File: src/rtl/seg_scan_if.sv
// ============================================================================
// seg_scan_if : nibble-string input and multiplexed 7-segment display outputs
// Rev 1.0
// ============================================================================
`default_nettype none

interface seg_scan_if #(
  parameter int W     = 52,
  parameter int N_DIG = 8
);
  logic [W-1:0]     data;
  logic             frz;
  logic [N_DIG-1:0] an;
  logic [6:0]       seg;
  logic             shift_en;

  // master: the string source and control side; slave: the display scanner
  modport master (output data, output frz, input an, input seg, input shift_en);
  modport slave  (input data, input frz, output an, output seg, output shift_en);
endinterface

`default_nettype wire

File: src/rtl/seg_scan.sv
// ============================================================================
// seg_scan : time-multiplexed common-anode 7-segment scanner with shift pacing
// Rev 1.0
// ============================================================================
`default_nettype none

module seg_scan #(
  parameter int         W            = 52,
  parameter int         N_DIG        = 8,
  parameter int         SCAN_DIV     = 50000,
  parameter int         GHOST        = 8,
  parameter int         SHIFT_FRAMES = 100,
  parameter logic [3:0] BLANK_CODE   = 4'hA,
  parameter bit         BLANK_EN     = 1'b1
) (
  input  wire logic  clk,
  input  wire logic  rst,
  seg_scan_if.slave  bus
);

  localparam int CW = $clog2(SCAN_DIV);
  localparam int NW = $clog2(N_DIG);
  localparam int FW = (SHIFT_FRAMES > 1) ? $clog2(SHIFT_FRAMES) : 1;
  localparam int DW = 4 * N_DIG;

  localparam logic [CW-1:0] CNT_LAST   = CW'(SCAN_DIV - 1);
  localparam logic [CW-1:0] GHOST_LAST = CW'((GHOST > 0) ? GHOST - 1 : 0);
  localparam logic [NW-1:0] DIG_LAST   = NW'(N_DIG - 1);
  localparam logic [FW-1:0] FRAME_LAST = FW'(SHIFT_FRAMES - 1);

  function automatic logic [6:0] hex7(input logic [3:0] n);
    case (n)
      4'h0: hex7 = 7'h40;
      4'h1: hex7 = 7'h79;
      4'h2: hex7 = 7'h24;
      4'h3: hex7 = 7'h30;
      4'h4: hex7 = 7'h19;
      4'h5: hex7 = 7'h12;
      4'h6: hex7 = 7'h02;
      4'h7: hex7 = 7'h78;
      4'h8: hex7 = 7'h00;
      4'h9: hex7 = 7'h10;
      4'hA: hex7 = 7'h08;
      4'hB: hex7 = 7'h03;
      4'hC: hex7 = 7'h46;
      4'hD: hex7 = 7'h21;
      4'hE: hex7 = 7'h06;
      default: hex7 = 7'h0E;
    endcase
  endfunction

  logic [CW-1:0]    cnt_q, cnt_d;
  logic [NW-1:0]    nxt_q, nxt_d;
  logic [NW-1:0]    shown_q, shown_d;
  logic             lit_q, lit_d;
  logic [FW-1:0]    frame_q, frame_d;
  logic [DW-1:0]    snap_q, snap_d;
  logic [6:0]       seg_q, seg_d;
  logic [N_DIG-1:0] an_q, an_d;
  logic             shift_q, shift_d;

  logic                 w_tick;
  logic                 w_frame_end;
  logic [DW-1:0]        w_top;
  logic [DW-1:0]        w_src;
  logic [N_DIG-1:0][3:0] w_digs;
  logic [3:0]           w_nib;
  logic                 w_data_unused;

  assign w_top         = bus.data[W-1 -: DW];
  assign w_data_unused = ^bus.data;
  assign w_tick        = (cnt_q == CNT_LAST);
  assign w_frame_end   = w_tick && (nxt_q == DIG_LAST);
  // Digit 0 reads the live string; later digits read the frame snapshot
  assign w_src         = (nxt_q == '0) ? w_top : snap_q;

  for (genvar i = 0; i < N_DIG; i++) begin : g_dig
    assign w_digs[i] = w_src[DW-1-4*i -: 4];
  end

  assign w_nib = w_digs[nxt_q];

  always_comb begin
    cnt_d   = w_tick ? '0 : cnt_q + CW'(1);
    nxt_d   = nxt_q;
    shown_d = shown_q;
    lit_d   = lit_q;
    frame_d = frame_q;
    snap_d  = snap_q;
    seg_d   = seg_q;
    an_d    = an_q;
    shift_d = 1'b0;

    if (w_tick) begin
      if (nxt_q == '0) snap_d = w_top;
      seg_d = (BLANK_EN && (w_nib == BLANK_CODE)) ? 7'h7F : hex7(w_nib);
      nxt_d   = (nxt_q == DIG_LAST) ? '0 : nxt_q + NW'(1);
      shown_d = nxt_q;
      lit_d   = 1'b1;
      if (GHOST == 0) an_d = ~(N_DIG'(1) << nxt_q);
      else            an_d = '1;
    end else if (lit_q && (GHOST != 0) && (cnt_q == GHOST_LAST)) begin
      an_d = ~(N_DIG'(1) << shown_q);
    end

    // Freeze pins the frame count at zero so release always starts a full period
    if (bus.frz) begin
      frame_d = '0;
    end else if (w_frame_end) begin
      if (frame_q == FRAME_LAST) begin
        frame_d = '0;
        shift_d = 1'b1;
      end else begin
        frame_d = frame_q + FW'(1);
      end
    end
  end

  always_ff @(posedge clk or posedge rst) begin
    if (rst) begin
      cnt_q   <= '0;
      nxt_q   <= '0;
      shown_q <= '0;
      lit_q   <= 1'b0;
      frame_q <= '0;
      snap_q  <= '0;
      seg_q   <= 7'h7F;
      an_q    <= '1;
      shift_q <= 1'b0;
    end else begin
      cnt_q   <= cnt_d;
      nxt_q   <= nxt_d;
      shown_q <= shown_d;
      lit_q   <= lit_d;
      frame_q <= frame_d;
      snap_q  <= snap_d;
      seg_q   <= seg_d;
      an_q    <= an_d;
      shift_q <= shift_d;
    end
  end

  assign bus.an       = an_q;
  assign bus.seg      = seg_q;
  assign bus.shift_en = shift_q;

endmodule

`default_nettype wire
File: src/flat_wrapper.sv
// flat-port wrapper written by rule: the top's interface ports become plain ports
module seg_scan_flat 
#(
  parameter int         W            = 52,
  parameter int         N_DIG        = 8,
  parameter int         SCAN_DIV     = 50000,
  parameter int         GHOST        = 8,
  parameter int         SHIFT_FRAMES = 100,
  parameter logic [3:0] BLANK_CODE   = 4'hA,
  parameter bit         BLANK_EN     = 1'b1
)
  (clk, rst, bus_data, bus_frz, bus_an, bus_seg, bus_shift_en);
  seg_scan_if #(.W(W), .N_DIG(N_DIG)) bus_i ();
  input  wire logic clk;
  input  wire logic rst;
  input wire logic [$bits(bus_i.data)-1:0] bus_data;
  input wire logic [$bits(bus_i.frz)-1:0] bus_frz;
  output wire logic [$bits(bus_i.an)-1:0] bus_an;
  output wire logic [$bits(bus_i.seg)-1:0] bus_seg;
  output wire logic [$bits(bus_i.shift_en)-1:0] bus_shift_en;
  assign bus_i.data = bus_data;
  assign bus_i.frz = bus_frz;
  assign bus_an = bus_i.an;
  assign bus_seg = bus_i.seg;
  assign bus_shift_en = bus_i.shift_en;
  seg_scan #(.W(W), .N_DIG(N_DIG), .SCAN_DIV(SCAN_DIV), .GHOST(GHOST), .SHIFT_FRAMES(SHIFT_FRAMES), .BLANK_CODE(BLANK_CODE), .BLANK_EN(BLANK_EN)) u_core (.clk(clk), .rst(rst), .bus(bus_i));
endmodule
File: config.mk
export PLATFORM = sky130hd
export DESIGN_NAME = seg_scan_flat
export DESIGN_NICKNAME = d
export VERILOG_FILES = /design/src/rtl/seg_scan_if.sv /design/src/rtl/seg_scan.sv /design/src/flat_wrapper.sv
export SDC_FILE = /design/constraint.sdc
export NUM_CORES = 1
export LEC_CHECK = 0
export CORE_AREA = 2 2 87 89
export DETAILED_ROUTE_END_ITERATION = 6
export DIE_AREA = 0 0 89 91
export GPL_TIMING_DRIVEN = 0
export HOLD_SLACK_MARGIN = 0.15
export PLACE_DENSITY = 0.8
export SKIP_CTS_REPAIR_TIMING = 1
export SYNTH_ARGS = -nofsm -noshare
export SYNTH_HDL_FRONTEND = slang
export SYNTH_SLANG_ARGS = --single-unit
File: constraint.sdc
create_clock -name clk -period 9.3 [get_ports clk]
set_clock_uncertainty 0.15 [all_clocks]
set_input_delay 0.93 -clock clk [delete_from_list [all_inputs] [get_ports clk]]
set_output_delay 0.93 -clock clk [all_outputs]
set_load 0.1 [all_outputs]
==> impl_metrics.yaml <==
outcome:
  status: "complete, no violations"
synth:
  synth-edff-count: 0
  synth.yosys.warnings: 0
  synth_top_flop_cell: "sky130_fd_sc_hd__dfrtp_1"
  yosys_register_bits: 78
  post_synth_instance_area_um2: 3980
  synth_nets: 416
  async_flop_share: 1.00
  avgSynthCellArea_um2: 11.4
  seq_area_frac_synth: 0.495
  synthDistinctLibCells: 60
  syn-instance-count: 350
floorplan:
  floorplan_row_count: 31
  die_h_um: 91
  start_util: 0.557
  chipWidth_um: 89
  die_area_um2: 8100
  top_level_ports: 71
  coreArea_um2: 7140
setup_path:
  critPathRequiredTime_ns: 9.43
  critPathMaxStageDelay_ns: 0.65
  ordered_list_of_cells_on_the_worst_path: "buf_2, inv_2, ha_1, clkbuf_1, nor2b_1, a21oi_1, o211a_1, a211oi_1, inv_1, ha_1, or4_1, a41oi_1, o21ai_1"
  startpoint_type: "flop"
  crit_type: "reg -> reg"
  critical_path_arrival_ns: 4.61
  critPathCaptureType: "flop"
  timing.critical_path.max_delay_family: "compound AO/OA/AOI/OAI gates"
  worst_path_bufs_invs: 4
  cpMostUsedCell: "sky130_fd_sc_hd__ha_1"
  cp_slowest_cell: "sky130_fd_sc_hd__a211oi_1"
  crit_path_max_fanout: 10
finish:
  layout-drive-gt1-share: 0.197
  fin_area_um2: 4830
  final.fill_count: 571
  area.sequential_um2: 1970
  nNetsFinal: 478
  layout.cells.most_common: "sky130_fd_sc_hd__dfrtp_1"
  antenna_cells_inserted: 0
  area_of_the_multi_input_gates_um2: 1900
  layout.cells.most_common_list: "63 x sky130_fd_sc_hd__dfrtp_1, 50 x sky130_fd_sc_hd__clkdlybuf4s50_1, 35 x sky130_fd_sc_hd__nor2_1"
  synth_to_final_area_change_pct: 21.5
pwr:
  switching_share: 0.238
  relative_contribution_of_the_clock_network_to_total_power: 0.405
  design_internal_power_uw: 484
  seqPwrFrac: 0.534
  power.density_cell_area_nw_per_um2: 131
  leakage_nw: 2.20
  ir_drop_mv: 0.0706
  net-switching-power_uw: 151
  p_comb_frac: 0.061
clocking:
  clkSlewWorstSetupHoldPaths_ns: 0.08
  cts_buffers: 9
  clock_sinks: 78
  clkLatencyLatePin_ns: 0.36
  tritoncts_clock_tree: "built"
  cts.path.max_buffers: 2
  htree_num_levels: 3
  ctsRootBufferMaster: "sky130_fd_sc_hd__clkbuf_8"
place:
  placement.cell_area_um2: 4630
  port_buffers: 50
  hpwl_reported_at_the_end_of_detailed_placement_mm: 5.98
  gp_routability_congestion: 0.822
global_route:
  grt_pass1_vias: 3027
  grt_start_max_net_pins: 65
  number_of_antenna_violations_at_the_first_check_in_global_routing: 0
  track_usage: 0.222
  global_route.overflow_total: 0
  grt_first_pass_wirelength_mm: 13.9
sta:
  timing_worst_slew_pin_value_ns: 0.978
  final_period_minus_worst_setup_slack_ns: 4.48
  final.hold.worst_slack_ns: 0.332
  fin_setup_tns_ns: 0
  hold_viol_final: 0
  fmaxAchievable_mhz: 223
  rsz0062_at_grt: "no"
  drv_slew: 0
  timing.slew.headroom: 0.346
  setup_violations: 0
  timing.final.crit_share: 0.482
drt:
  avgViaCountPerCell: 5.62
  drt-wirelength-per-cell_um: 15.9
  drc: 0
  detail_route.iter0.violations: 110
  first_pass_iters: 4
  ant_nets: 0
  vias: 2901
  routed_wl_mm: 8.19
flow_run:
  maxCapViolations: 0
hold_path:
  type_of_the_tightest_min_delay_check: "reg -> reg"
-- cell usage after synthesis (all sizes together), types with 2 or more instances --
library cell  number  area (um2)
a31oi              5        31.3
o21ai             10        50.0
a211oi             3        22.5
nand4              3        18.8
nand2b             4        25.0
o21a               2        15.0
mux4               5         113
a21oi             15        75.1
a221o              2        20.0
mux2              38         439
nand2             22        82.6
mux2i             12         120
nand3             10        50.1
xnor2              9        78.8
nor4b              2        17.5
a221oi             2        17.5
dfrtp             63        1580
nor3b              2        15.0
and3               7        43.8
inv                9        33.8
nor2              36         138
dfstp             15         394
or2                3        18.8
clkbuf             5        18.8
xor2               7        61.3
or4                2        15.0
ha                11         138
nor3               5        25.0
or3                2        12.5
and4               2        17.5
buf                8        46.3
nor4               2        18.8
a2111oi            2        36.3
nor2b              6        45.0
and2               4        25.0
-- per-stage QoR --
stage / setup slack (ns) / instances / utilization / power (mW)
6_report: 4.82 / 516 / 0.677 / 0.635
3_5_place_dp: 4.82 / 500 / 0.649 / 0.385
3_3_place_gp: 4.92 / 499 / 0.645 / 0.382
4_1_cts: 4.82 / 516 / 0.677 / 0.638
2_1_floorplan: 5.65 / 350 / - / 0.362
5_1_grt: 4.44 / 516 / 0.677 / 0.656
-- logic make-up (layout without fill, tap and decap cells) --
kind of cell	Yosys count	in the layout	share of synthesized area
AOI/OAI and AO/OA	52	52	0.0906
xor gates and xnor gates	16	16	0.0352
adders and majority gates	11	11	0.0346
buffers and inverters	23	90	0.0258
DFF	78	78	0.495
muxes	55	55	0.169
and+or+nand+nor	115	115	0.149
-- registers in the layout (all words and copies together) (netlist names) --
register             flops
u_core.snap_q           32
u_core.cnt_q            16
u_core.bus.an            8
u_core.bus.seg           7
u_core.frame_q           7
u_core.nxt_q             3
u_core.shown_q           3
u_core.bus.shift_en      1
u_core.lit_q             1
-- power by group through the flow --
stage	logic (mW)	clock network, mW	registers (mW)
6_report	0.0385	0.257	0.339
2_1_floorplan	0.0167	0	0.346
5_1_grt	0.0423	0.275	0.339
3_3_place_gp	0.0367	0	0.346
4_1_cts	0.0392	0.260	0.339
3_5_place_dp	0.0390	0	0.346
-- routing by layer --
metal	part of all wire	wire, um	global-route usage	up-vias
met3	0.032	262	0.0391	17
li1	-	-	-	1381
met1	0.42	3480	0.276	1437
met4	0.019	158	0.0920	0
met2	0.52	4290	0.375	66
met5	0	0	0	-
-- area by class of cell --
| type | count | area share |
|---|---|---|
| Sequential cell | 78 | 0.408 |
| Multi-Input combinational cell | 249 | 0.394 |
| Timing Repair Buffer | 51 | 0.109 |
| Clock buffer | 9 | 0.0256 |
| Tap cell | 99 | 0.0256 |
| Clock inverter | 7 | 0.0155 |
| Buffer | 13 | 0.0135 |
| Inverter | 10 | 0.00829 |
-- worst paths after layout --
| path | start | to | slack (ns) | cells after the start |
|---|---|---|---|---|
| max | u_core.nxt_q[0]$_DFFE_PP0N_ | u_core.bus.seg[0]$_DFFE_PP1N_ | 4.82 | 13 |
| min | u_core.lit_q$_DFFE_PP0N_ | u_core.lit_q$_DFFE_PP0N_ | 0.33 | 1 |
| max reg2reg | u_core.nxt_q[0]$_DFFE_PP0N_ | u_core.bus.seg[0]$_DFFE_PP1N_ | 4.82 | 13 |
| min reg2reg | u_core.lit_q$_DFFE_PP0N_ | u_core.lit_q$_DFFE_PP0N_ | 0.33 | 1 |
| max in group asynchronous | rst | u_core.bus.seg[3]$_DFFE_PP1N_ | 7.70 | 3 |
| min in group asynchronous | rst | u_core.frame_q[5]$_DFFE_PP0P_ | 0.70 | 2 |
No activity file was read; power rests on OpenSTA's default activity.
